## config.mk

```make
export PLATFORM = sky130hd
export DESIGN_NAME = display_scan_ctrl_flat
export DESIGN_NICKNAME = d
export VERILOG_FILES = /design/src/rtl/display_scan_ctrl_if.sv /design/src/rtl/display_scan_ctrl.sv /design/src/flat_wrapper.sv
export SDC_FILE = /design/constraint.sdc
export NUM_CORES = 1
export LEC_CHECK = 0
export CAP_MARGIN = 40
export CORE_UTILIZATION = 30
export CTS_CLUSTER_DIAMETER = 150
export DETAILED_ROUTE_END_ITERATION = 7
export HOLD_SLACK_MARGIN = 0.1
export PLACE_DENSITY = 0.59
export SLEW_MARGIN = 30
export SYNTH_ARGS = -nofsm -noshare
export SYNTH_HDL_FRONTEND = slang
export SYNTH_SLANG_ARGS = --single-unit
export TNS_END_PERCENT = 5
```

## constraint.sdc

```tcl
create_clock -name clk -period 2.5 [get_ports clk]
set_clock_uncertainty 0.1 [all_clocks]
set_input_delay 0.375 -clock clk [delete_from_list [all_inputs] [get_ports clk]]
set_output_delay 0.375 -clock clk [all_outputs]
set_load 0.01 [all_outputs]
```

## src/rtl/display_scan_ctrl_if.sv

```systemverilog
// Display scan controller bus: scan enable, digit data/enables from the
// host side, multiplexed anode/segment drive and timing strobes back.
interface display_scan_ctrl_if;
    logic        en;
    logic [15:0] digit_val;
    logic [3:0]  digit_en;
    logic [3:0]  an;
    logic [6:0]  seg;
    logic [1:0]  slot_o;
    logic        frame_o;
    logic        sample_o;

    modport master (
        output en, digit_val, digit_en,
        input  an, seg, slot_o, frame_o, sample_o
    );

    modport slave (
        input  en, digit_val, digit_en,
        output an, seg, slot_o, frame_o, sample_o
    );
endinterface

```

## src/rtl/display_scan_ctrl.sv

```systemverilog
// Four-digit multiplexed 7-segment scan controller.
// Each digit slot is BLANK_CYCLES of anti-ghost blanking followed by
// SLOT_CYCLES-BLANK_CYCLES of drive; digits are latched once per frame.
// Optional macro DISPLAY_LEADING_ZERO_BLANK_EN suppresses leading zeros.
module display_scan_ctrl #(
    parameter int unsigned SLOT_CYCLES  = 50000,
    parameter int unsigned BLANK_CYCLES = 500,
    parameter int unsigned SAMPLE_SLOTS = 500
) (
    input  logic               clk,
    input  logic               rst,
    display_scan_ctrl_if.slave bus
);

    localparam int unsigned CW = $clog2(SLOT_CYCLES + 1);
    localparam int unsigned SW = $clog2(SAMPLE_SLOTS + 1);

    localparam logic [CW-1:0] BLANK_LAST  = CW'((BLANK_CYCLES == 0) ? 0 : BLANK_CYCLES - 1);
    localparam logic [CW-1:0] DRIVE_LAST  = CW'(SLOT_CYCLES - BLANK_CYCLES - 1);
    localparam logic [SW-1:0] SAMPLE_LAST = SW'(SAMPLE_SLOTS - 1);

    typedef enum logic [1:0] {
        IDLE  = 2'd0,
        BLANK = 2'd1,
        DRIVE = 2'd2
    } state_t;

    // With no guard time a slot starts directly in DRIVE.
    localparam state_t SLOT_ENTRY = (BLANK_CYCLES == 0) ? DRIVE : BLANK;

    state_t        state;
    logic [CW-1:0] cnt;
    logic [SW-1:0] sample_cnt;
    logic [1:0]    slot;
    logic [15:0]   latched;

    logic [3:0]    cur_nib;
    logic [3:0]    drive_an;
    logic [3:0]    lz_hide;

    // Active-low hex decode, bit order {g,f,e,d,c,b,a}.
    function automatic logic [6:0] hex7(input logic [3:0] n);
        logic [6:0] s;
        unique case (n)
            4'h0: s = 7'h40;
            4'h1: s = 7'h79;
            4'h2: s = 7'h24;
            4'h3: s = 7'h30;
            4'h4: s = 7'h19;
            4'h5: s = 7'h12;
            4'h6: s = 7'h02;
            4'h7: s = 7'h78;
            4'h8: s = 7'h00;
            4'h9: s = 7'h10;
            4'hA: s = 7'h08;
            4'hB: s = 7'h03;
            4'hC: s = 7'h46;
            4'hD: s = 7'h21;
            4'hE: s = 7'h06;
            4'hF: s = 7'h0E;
        endcase
        return s;
    endfunction

`ifdef DISPLAY_LEADING_ZERO_BLANK_EN
    // A digit above 0 is hidden when it and every higher latched nibble are zero.
    always_comb begin
        lz_hide    = '0;
        lz_hide[3] = (latched[15:12] == 4'h0);
        lz_hide[2] = lz_hide[3] && (latched[11:8] == 4'h0);
        lz_hide[1] = lz_hide[2] && (latched[7:4] == 4'h0);
        lz_hide[0] = 1'b0;
    end
`else
    assign lz_hide = '0;
`endif

    // Anode/segment pattern for the current slot while driving.
    always_comb begin
        cur_nib  = latched[{slot, 2'b00} +: 4];
        drive_an = '1;
        if (bus.digit_en[slot] && !lz_hide[slot]) begin
            drive_an[slot] = 1'b0;
        end
    end

    // Scan FSM with slot/sample counters, frame latch and registered outputs.
    // Outputs are decoded from the state held before each edge, so they trail
    // the FSM by one cycle; frame_o and sample_o fire on the transition edge
    // itself, which keeps frame_o coincident with the digit latch.
    always_ff @(posedge clk or negedge rst) begin
        if (!rst) begin
            state        <= IDLE;
            cnt          <= '0;
            sample_cnt   <= '0;
            slot         <= '0;
            latched      <= '0;
            bus.an       <= '1;
            bus.seg      <= '1;
            bus.slot_o   <= '0;
            bus.frame_o  <= 1'b0;
            bus.sample_o <= 1'b0;
        end else if (!bus.en) begin
            state        <= IDLE;
            cnt          <= '0;
            sample_cnt   <= '0;
            slot         <= '0;
            bus.an       <= '1;
            bus.seg      <= '1;
            bus.slot_o   <= '0;
            bus.frame_o  <= 1'b0;
            bus.sample_o <= 1'b0;
        end else begin
            bus.frame_o  <= 1'b0;
            bus.sample_o <= 1'b0;
            bus.slot_o   <= slot;

            if (state == DRIVE) begin
                bus.an  <= drive_an;
                bus.seg <= hex7(cur_nib);
            end else begin
                bus.an  <= '1;
                bus.seg <= '1;
            end

            case (state)
                IDLE: begin
                    state       <= SLOT_ENTRY;
                    cnt         <= '0;
                    sample_cnt  <= '0;
                    slot        <= '0;
                    latched     <= bus.digit_val;
                    bus.frame_o <= 1'b1;
                end
                BLANK: begin
                    if (cnt == BLANK_LAST) begin
                        cnt   <= '0;
                        state <= DRIVE;
                    end else begin
                        cnt <= cnt + CW'(1);
                    end
                end
                DRIVE: begin
                    if (cnt == DRIVE_LAST) begin
                        cnt   <= '0;
                        slot  <= slot + 2'd1;
                        state <= SLOT_ENTRY;
                        if (slot == 2'd3) begin
                            latched     <= bus.digit_val;
                            bus.frame_o <= 1'b1;
                        end
                        if (sample_cnt == SAMPLE_LAST) begin
                            sample_cnt   <= '0;
                            bus.sample_o <= 1'b1;
                        end else begin
                            sample_cnt <= sample_cnt + SW'(1);
                        end
                    end else begin
                        cnt <= cnt + CW'(1);
                    end
                end
                default: begin
                    state <= IDLE;
                end
            endcase
        end
    end

endmodule

```

## src/flat_wrapper.sv

```systemverilog
// flat-port wrapper written by rule: the top's interface ports become plain ports
module display_scan_ctrl_flat 
#(
    parameter int unsigned SLOT_CYCLES  = 50000,
    parameter int unsigned BLANK_CYCLES = 500,
    parameter int unsigned SAMPLE_SLOTS = 500
)
  (clk, rst, bus_en, bus_digit_val, bus_digit_en, bus_an, bus_seg, bus_slot_o, bus_frame_o, bus_sample_o);
  display_scan_ctrl_if bus_i ();
  input  logic clk;
  input  logic rst;
  input wire logic [$bits(bus_i.en)-1:0] bus_en;
  input wire logic [$bits(bus_i.digit_val)-1:0] bus_digit_val;
  input wire logic [$bits(bus_i.digit_en)-1:0] bus_digit_en;
  output wire logic [$bits(bus_i.an)-1:0] bus_an;
  output wire logic [$bits(bus_i.seg)-1:0] bus_seg;
  output wire logic [$bits(bus_i.slot_o)-1:0] bus_slot_o;
  output wire logic [$bits(bus_i.frame_o)-1:0] bus_frame_o;
  output wire logic [$bits(bus_i.sample_o)-1:0] bus_sample_o;
  assign bus_i.en = bus_en;
  assign bus_i.digit_val = bus_digit_val;
  assign bus_i.digit_en = bus_digit_en;
  assign bus_an = bus_i.an;
  assign bus_seg = bus_i.seg;
  assign bus_slot_o = bus_i.slot_o;
  assign bus_frame_o = bus_i.frame_o;
  assign bus_sample_o = bus_i.sample_o;
  display_scan_ctrl #(.SLOT_CYCLES(SLOT_CYCLES), .BLANK_CYCLES(BLANK_CYCLES), .SAMPLE_SLOTS(SAMPLE_SLOTS)) u_core (.clk(clk), .rst(rst), .bus(bus_i));
endmodule
```

==> metrics.txt, run 1 <==
TritonCTS Buffers 9; initial antenna violation count 0; syn_area_per_cell around 11 um2; Synth Flop Type dfrtp_1; worst-skew pair later-pin latency 0.34 ns; Leak Pwr between 1.5 and 2 nW; number of vias per cell 4.885; n_diodes 0; crit-path cells or3b_1 > or4_4 > o41ai_4 > buf_4 > a211oi_1 > a221o_1; Post-Syn Instances 300; largest net degree at the start of global routing 36; share of layout cells above drive strength 1 23.51%; Max clock buf depth 2; vias in the first global route 2410; Synth Area in XOR/XNOR 1.930%; Worst R2R Path Depth 6; maxcap violations 0; commonest cells after routing, fill and taps aside 49 x dfrtp_1, 37 x nand2_1, 36 x clkdlybuf4s50_1; Core Box Area roughly 10000 um2; YS warnings 0; Vias 2472; Setup crit start u_core.cnt[13]; hold path cells 1; Syn Nets between 300 and 400; Peak supply drop 0.2895 mV; Post-Synth Adder-Cell Area 5.908%; largest family of logic cells by synthesized area simple AND/OR/NAND/NOR gates; Die Height 104.9 um; CP Class flip-flop to flip-flop; Power Density about 800 nW/um2; Initial Util 30.91%; drt pass-1 iters 4; Remaining DRCs 0; total grt overflow 0; worst hold start u_core.latched[6]; Max Fclk about 0.4 GHz; first-pass GRT wire length ~12 mm; post-synthesis compound-gate area fraction 13.67%; Syn Std Cell Area 3177 um2; Final Cell Area between 4000 and 5000 um2; Root Driver clkbuf_8; WL final 6.921 mm; Post-synth ARST share 100.0%; Sink Count 60; worst-margin pin slew 0.8182 ns; Crit. End Element flip-flop; mux contribution to synthesized area 10.87%; EDFF count, synth 0; synth unique cells 45; Ports 38; setup violators final 0; Req. time, crit path 2.62 ns; post-synth top area cell dfrtp_1; H-tree levels 3; post-route ant nets 0; CP max-delay cell or4_4; first-iteration detailed-routing DRC count ~120; worst min path class flip-flop to flip-flop; DP Wirelength just under 5 mm; register area share after synthesis 47.70%; share of the synthesized area in the top cell type 38.60%; Slew Viols, Final 0; Chip Width 104.9 um; relative slew slack ~45%; worst path arrival time ~2.6 ns; Final Util 40.27%; Clk pin slew, worst setup/hold paths 0.06 ns; fin crit share 97.10%; global placement routability congestion 0.7984; min cycle time layout 2.427 ns; Routed WL per cell 13.68 um; NumNets Final 403; Total GRT Usage 13.72%; FF+latch count, synth 60; Area growth syn-to-layout 30.29%; num rows 37; final hold violation count 0; CTS tree done; CP max FO 5; Synth Area in Simple Gates between 10% and 20%; Die ar. 11010 um2; Largest stage delay, worst path between 0.5 and 0.6 ns; RSZ-0062 raised after global routing true; main area contributors after synthesis dfrtp_1 39%, dfstp_2 9.1%, mux2_2 6.4%; most common cell after layout, fill and taps aside dfrtp_1; Worst R2R Start u_core.cnt[13]; DP Area 3875 um2; CP Launch Type flip-flop; status complete, no violations; port bufs 37
==> final cells by class <==
type                       instances  area, um2
timing repair buffer              66      610.6
fill                            1017       6138
clock buffer                      15      176.4
sequential                        60       1515
clock inverter                     1      30.03
multi-input combinational        217       1595
inverter                          11      41.29
tap                              136      170.2
==> what timing repair did <==
item | CTS | global route
pin swaps | 0 | 1
cloned | 0 | 1
setup buffers | 0 | 2
hold endpoints to repair | 25 | 0
setup endpoints to repair | 1 | 29
hold buffers | 1 | 0
resized for setup | 1 | 5
==> worst max-delay path, delay by kind of cell, from the launching register on <==
family	cells	cell delay (ns)
AOI/OAI and AO/OA	3	0.67
and+or+nand+nor	2	0.94
buffers and inverters	1	0.21
DFF	1	0.39
==> per-layer routing <==
layer | global-route usage, % | share of wire [%] | up-vias
li1 | - | - | 1215
met1 | 18.31 | 48 | 1188
met2 | 21.33 | 46 | 54
met5 | 0 | 0 | -
met3 | 2.558 | 3.3 | 15
met4 | 6.740 | 2.2 | 0
==> sequential cells by signal, indices dropped and copies added, names as in the netlist <==
| register | flops |
|---|---|
| u_core.state | 2 |
| u_core.bus.seg | 7 |
| u_core.bus.slot_o | 2 |
| u_core.cnt | 16 |
| u_core.bus.frame_o | 1 |
| u_core.slot | 2 |
| u_core.bus.an | 4 |
| u_core.latched | 16 |
| u_core.sample_cnt | 9 |
| u_core.bus.sample_o | 1 |
==> kinds of logic (layout without fill, tap and decap cells) <==
family	Yosys count	after routing
flip-flops	60	60
AND/OR/NAND/NOR	107	107
multiplexers	26	26
AO/OA/AOI/OAI	62	62
adder cells (fa/ha/maj)	15	15
buffers and inverters	23	93
XOR/XNOR	7	7
==> worst paths after layout <==
kind	endpoint	slack, ns
worst max-delay path	u_core.cnt[8]	0.07
max in group asynchronous	u_core.bus.seg[1]	1.16
worst min-delay path	u_core.latched[6]	0.41
min in group asynchronous	u_core.sample_cnt[6]	0.48
worst min register to register	u_core.latched[6]	0.41
worst max register to register	u_core.cnt[8]	0.07
==> metrics by stage <==
stage               worst slack [ns]  instances  total power, mW  hold slack [ns]   TNS (ns)
floorplan                    0.05362        300            2.011         -0.02059          0
global placement           -0.002784        486            2.335           0.3317  -0.002784
detailed placement          0.005847        486            2.374           0.3344          0
global route                -0.02485        506            3.530           0.4275   -0.04184
CTS                         0.002850        503            3.304           0.4100          0
finish                       0.07253        506            3.331           0.4060          0
==> where the power goes <==
group / internal (mW) / leakage [nW] / switching (mW) / total [mW]
Sequential: 1.16 / 0.760 / 0.0905 / 1.25
Combinational: 0.567 / 0.862 / 0.603 / 1.17
Clock: 0.544 / 0.104 / 0.368 / 0.912
Total: 2.27 / 1.73 / 1.06 / 3.33
==> Yosys cell counts, types with 2 or more instances <==
| master | instances |
|---|---|
| a211oi_1 | 5 |
| a21o_1 | 5 |
| a21oi_1 | 9 |
| a221o_1 | 5 |
| a221oi_1 | 3 |
| a22o_1 | 6 |
| a31oi_1 | 2 |
| and2_1 | 4 |
| and3_1 | 3 |
| buf_2 | 2 |
| clkbuf_1 | 9 |
| dfrtp_1 | 49 |
| dfstp_2 | 11 |
| ha_1 | 15 |
| inv_1 | 11 |
| mux2_2 | 18 |
| mux2i_1 | 3 |
| mux4_2 | 5 |
| nand2_1 | 37 |
| nand2b_1 | 7 |
| nand3_1 | 11 |
| nand4_1 | 3 |
| nand4b_1 | 2 |
| nor2_1 | 18 |
| nor2b_1 | 4 |
| nor3_1 | 2 |
| nor4_1 | 4 |
| o21ai_0 | 16 |
| o31ai_1 | 4 |
| or2_2 | 3 |
| or3_1 | 3 |
| or4_1 | 3 |
| xnor2_1 | 3 |
| xor2_1 | 4 |
No activity file was read; power rests on OpenSTA's default activity.
==> run 2: changes to the inputs <==
--- a/config.mk
+++ b/config.mk
@@ -6,11 +6,13 @@
 export NUM_CORES = 1
 export LEC_CHECK = 0
 export CAP_MARGIN = 40
+export CELL_PAD_IN_SITES_DETAIL_PLACEMENT = 0
+export CELL_PAD_IN_SITES_GLOBAL_PLACEMENT = 1
 export CORE_UTILIZATION = 30
 export CTS_CLUSTER_DIAMETER = 150
 export DETAILED_ROUTE_END_ITERATION = 7
 export HOLD_SLACK_MARGIN = 0.1
-export PLACE_DENSITY = 0.59
+export PLACE_DENSITY = 0.69
 export SLEW_MARGIN = 30
 export SYNTH_ARGS = -nofsm -noshare
 export SYNTH_HDL_FRONTEND = slang
==> run 2 against run 1 <==
Net effect:
- highest routed layer unchanged
- sequential share of layout area up 0.30 points
- worst hold slack worse by 0.010 ns
- combinational power about the same
==> metrics.txt, run 2 (same netlist as run 1, synthesis figures left out) <==
Sink Count 60; NumNets Final 404; vias in the first global route 2495; status complete, no violations; most common cell after layout, fill and taps aside dfrtp_1; Largest regs u_core.cnt x16, u_core.latched x16, u_core.sample_cnt x9; n_diodes 0; Req. time, crit path 2.64 ns; Remaining DRCs 0; Slew Viols, Final 0; WL final approximately 7.3 mm; Die ar. about 11000 um2; area of the multi-input gates between 1500 and 2000 um2; Power Density 777.4 nW/um2; Die Height 104.9 um; Leak Pwr 1.712 nW; final worst slack 0.06826 ns; TritonCTS Buffers 9; share of layout cells above drive strength 1 24.80%; post-route ant nets 0; reg2reg end u_core.sample_cnt[5]; num rows 37; setup violators final 0; Max Fclk around 0.4 GHz; worst-margin pin slew between 0.6 and 0.7 ns; Total GRT Usage 14.25%; r2r setup slk between 0.06 and 0.07 ns; RSZ-0062 raised after global routing true; relative slew slack 56.02%; first-pass GRT wire length 12.21 mm; Worst R2R Path Depth 4; Clk pin slew, worst setup/hold paths 0.07 ns; number of vias per cell 4.937; DP Wirelength roughly 5.2 mm; initial antenna violation count 0; Ports 38; CP max FO 8; Min Hold Slack 0.3958 ns; dpl ws -0.001020 ns; Chip Width 104.9 um; total grt overflow 0; CTS tree done; largest net degree at the start of global routing 27; Crit. End Element flip-flop; CP Class flip-flop to flip-flop; Layout fillers between 1000 and 1500; Core Box Area roughly 10000 um2; port bufs 37; Register Area 1515 um2; Initial Util 30.91%; global placement routability congestion 0.7783; drt pass-1 iters 5; CP Launch Type flip-flop; final hold violation count 0; Worst R2R Start u_core.cnt[13]; Area growth syn-to-layout 29.22%; commonest cells after routing, fill and taps aside 49 x dfrtp_1, 37 x nand2_1, 36 x clkdlybuf4s50_1; first-iteration detailed-routing DRC count 99; H-tree levels 3; worst path arrival time 2.58 ns; Routed WL per cell around 14 um; Root Driver clkbuf_8; Peak supply drop between 0.2 and 0.3 mV; Vias 2503; min cycle time layout 2.432 ns; Max clock buf depth 2; fin crit share 97.27%; worst min path class input pin to async pin; maxcap violations 0; worst-skew pair later-pin latency 0.34 ns; Final Util 39.94%
==> run 2: cell types whose count changed in the layout (fill, tap and decap cells not counted) <==
cell / change
clkbuf_1: -3
clkinv_2: +3
clkbuf_8: -2
clkinvlp_4: +2
buf_12: -1
buf_4: +1
bufinv_16: -1
clkbuf_2: +1
inv_6: +1
or4bb_1: -1
or4bb_4: +1
==> run 2: final cells by class <==
| type | instances | share of cell area, % |
|---|---|---|
| clock inverters | 6 | 0.9448 |
| clock buffers | 10 | 3.353 |
| multi-input cells | 217 | 38.95 |
| inverters | 11 | 1.006 |
| flip-flops and latches | 60 | 36.91 |
| repair buffers | 67 | 14.69 |
| well taps | 136 | 4.145 |
==> run 2: critical path: stages (launching register included) <==
cell	delay, ns
dfrtp_1	0.40
or3b_1	0.42
or4_4	0.53
or4_4	0.62
o31ai_1	0.26
==> run 2: worst max path at each step <==
stage,from,end,slack (ns),cells after the start
detailed placement,u_core.cnt[13],u_core.sample_cnt[4],-0.001,4
finish,u_core.cnt[13],u_core.sample_cnt[5],0.07,4
CTS,u_core.cnt[13],u_core.cnt[5],0.003,6
global route,u_core.cnt[13],u_core.cnt[10],-0.007,6
floorplan,u_core.cnt[7],u_core.latched[10],0.05,6
global placement,bus_en,u_core.sample_cnt[6],0.02,5
==> run 2: where the power goes <==
part	internal, mW	switching, mW	leakage (nW)
Clock	0.384	0.406	0.0885
Sequential	1.16	0.0866	0.760
Combinational	0.548	0.610	0.863
Total	2.09	1.10	1.71
==> run 2: stage by stage <==
| step | power, mW | std cells | instance area [um2] | setup TNS [ns] |
|---|---|---|---|---|
| after floorplan | 2.011 | 300 | 3177 | 0 |
| after global placement | 2.354 | 488 | 3872 | 0 |
| after detailed placement | 2.385 | 488 | 3877 | -0.001020 |
| after CTS | 3.197 | 505 | 4071 | 0 |
| after global routing | 3.417 | 507 | 4105 | -0.01170 |
| final | 3.191 | 507 | 4105 | 0 |
==> run 2: timing repair <==
action                                  CTS  global route
setup buffers                             0             0
resized for setup                         2             5
endpoints found under the hold margin    18             0
gates cloned                              0             1
endpoints found under the setup margin    2            27
hold buffers                              1             0
pin swaps                                 0             1
==> run 2: routing by layer <==
| metal | GRT usage (%) | vias to the layer above | share of wire (%) |
|---|---|---|---|
| met3 | 3.369 | 6 | 3.9 |
| li1 | - | 1214 | - |
| met1 | 18.88 | 1220 | 47 |
| met4 | 5.533 | 0 | 1.2 |
| met2 | 22.47 | 63 | 48 |
| met5 | 0 | - | 0 |
==> run 3: changes to the inputs <==
--- a/config.mk
+++ b/config.mk
@@ -12,7 +12,7 @@
 export CTS_CLUSTER_DIAMETER = 150
 export DETAILED_ROUTE_END_ITERATION = 7
 export HOLD_SLACK_MARGIN = 0.1
-export PLACE_DENSITY = 0.69
+export PLACE_DENSITY_LB_ADDON = 0.1
 export SLEW_MARGIN = 30
 export SYNTH_ARGS = -nofsm -noshare
 export SYNTH_HDL_FRONTEND = slang
==> run 3 against run 2 <==
Net effect:
- fmax decreased by 1.5%
- global-route usage increased by 0.44 points
- register-to-register slack got worse by 0.04 ns
- largest cell class unchanged
- routed wire length increased by 1.6%
- power increased by 5.2%
- combinational power about the same
- sequential cell count unchanged
- utilization increased by 0.44 points
- sequential power about the same
- worst hold slack improved by 0.0077 ns
- critical path type unchanged
==> metrics.txt, run 3 (same netlist as run 1, synthesis figures left out) <==
Ports 38; Max clock buf depth 2; port bufs 37; Largest stage delay, worst path approximately 0.51 ns; num rows 37; Clk pin slew, worst setup/hold paths about 0.070 ns; CP max FO 8; crit-path cells or3b_1 > or4_4 > o41ai_2 > a21oi_1 > a221o_1; Req. time, crit path 2.62 ns; Vias 2422; CP Class flip-flop to flip-flop; CP top delay family compound AO/OA/AOI/OAI gates; global placement routability congestion just over 0.7; relative slew slack 52.74%; number of vias per cell around 4.8; setup violators final 0; min cycle time layout between 2 and 2.5 ns; Worst R2R Path Depth 5; final hold violation count 0; Area growth syn-to-layout 30.64%; WL final 7.401 mm; Non-Filler Instances 509; Largest regs u_core.cnt x16, u_core.latched x16, u_core.sample_cnt x9; reg2reg end u_core.cnt[2]; largest net degree at the start of global routing 61; most common cell after layout, fill and taps aside dfrtp_1; postcts setup bufs 0; fin crit share 98.75%; Die Height ~100 um; worst-skew pair later-pin latency between 0.3 and 0.4 ns; TritonCTS Buffers 9; r2r setup slk between 0.03 and 0.04 ns; CP max-delay cell or4_4; Leak Pwr roughly 1.7 nW; maxcap violations 0; total grt overflow 0; first-iteration detailed-routing DRC count 50; worst min path class flip-flop to flip-flop; Die ar. ~11000 um2; worst-margin pin slew 0.7090 ns; number of buffer and inverter stages on the critical path 0; Peak supply drop 0.2697 mV; Remaining DRCs 0; Max Fclk between 0.4 and 0.5 GHz; first-pass GRT wire length 12.59 mm; Min Hold Slack 0.4035 ns; worst path arrival time between 2 and 3 ns; hold path cells 1; share of layout cells above drive strength 1 24.13%; post-route ant nets 0; commonest cells after routing, fill and taps aside 49 x dfrtp_1, 37 x nand2_1, 36 x clkdlybuf4s50_1; Fin Setup TNS 0 ns; Placed Cells 490; Root Driver clkbuf_8; Power Density roughly 810 nW/um2; status complete, no violations; DP Wirelength 5.275 mm; Initial Util 30.91%; NumNets Final 406; n_diodes 0; worst hold start u_core.latched[11]; Total GRT Usage 14.68%; drt pass-1 iters 4; Worst R2R Start u_core.cnt[2]; RSZ-0062 raised after global routing true; Sink Count 60; Worst Hold End u_core.latched[11]; CTS tree done; CP Launch Type flip-flop; Routed WL per cell 14.54 um; H-tree levels 3; vias in the first global route between 2000 and 2500; Slew Viols, Final 0; initial antenna violation count 0; Chip Width approximately 100 um; Crit. End Element flip-flop; Core Box Area 10280 um2
==> run 3: cell count changes in the layout (fill, tap and decap cells not counted), sizes merged <==
cell      before  now
clkbuf        11   12
bufinv         0    2
inv           12   11
clkinvlp       2    0
buf           29   31
==> run 3: what timing repair did <==
item / 4_1_cts / 5_1_grt
resized for setup: 0 / 2
hold endpoints to repair: 0 / 17
endpoints found under the setup margin: 0 / 33
hold buffers: 0 / 1
==> run 3: layer usage <==
| metal | part of all wire [%] | wire, um | global-route usage (%) | up-vias |
|---|---|---|---|---|
| met5 | 0 | 0 | 0 | - |
| met4 | 0.73 | 54 | 4.527 | 0 |
| met2 | 44 | 3290 | 22.56 | 29 |
| li1 | - | - | - | 1219 |
| met1 | 52 | 3829 | 20.15 | 1168 |
| met3 | 3.1 | 227 | 3.868 | 6 |
==> run 3: how the worst max path moves through the flow <==
| stage | end | slack (ns) | cells past startpoint | startpoint |
|---|---|---|---|---|
| 2_1_floorplan | u_core.latched[10] | 0.05 | 6 | u_core.cnt[7] |
| 3_3_place_gp | u_core.latched[5] | 0.04 | 7 | u_core.cnt[7] |
| 3_5_place_dp | u_core.sample_cnt[3] | 0.03 | 5 | u_core.cnt[13] |
| 4_1_cts | u_core.sample_cnt[3] | 0.02 | 5 | u_core.cnt[13] |
| 5_1_grt | u_core.cnt[7] | -0.07 | 5 | u_core.cnt[13] |
| 6_report | u_core.cnt[2] | 0.03 | 5 | u_core.cnt[2] |
==> run 3: final cells by class <==
type,instances,area [um2]
Timing Repair Buffer,69,630.6
Inverter,11,41.29
Tap cell,136,170.2
Clock buffer,11,141.4
Clock inverter,5,75.07
Sequential cell,60,1515
Fill cell,1055,6127
Multi-Input combinational cell,217,1577
==> run 3: worst register-to-register path: stages (launching register included) <==
cell and delay, ns:
dfrtp_1 0.40, or3b_1 0.37, or4_4 0.51, o41ai_2 0.33, a21oi_1 0.29, a221o_1 0.36
==> run 3: power by group <==
| part | internal (mW) | switching, mW |
|---|---|---|
| Clock | 0.584 | 0.394 |
| Combinational | 0.544 | 0.599 |
| Sequential | 1.16 | 0.0817 |
| Total | 2.28 | 1.07 |
==> run 3: through the flow <==
stage	worst slack [ns]	util [%]	power (mW)	area, um2
global placement	0.04447	37.83	2.396	3887
CTS	0.01554	39.93	3.392	4104
detailed placement	0.02946	37.83	2.393	3887
floorplan	0.05362	-	2.011	3177
finish	0.03118	40.38	3.359	4150
global route	-0.07107	40.38	3.581	4150
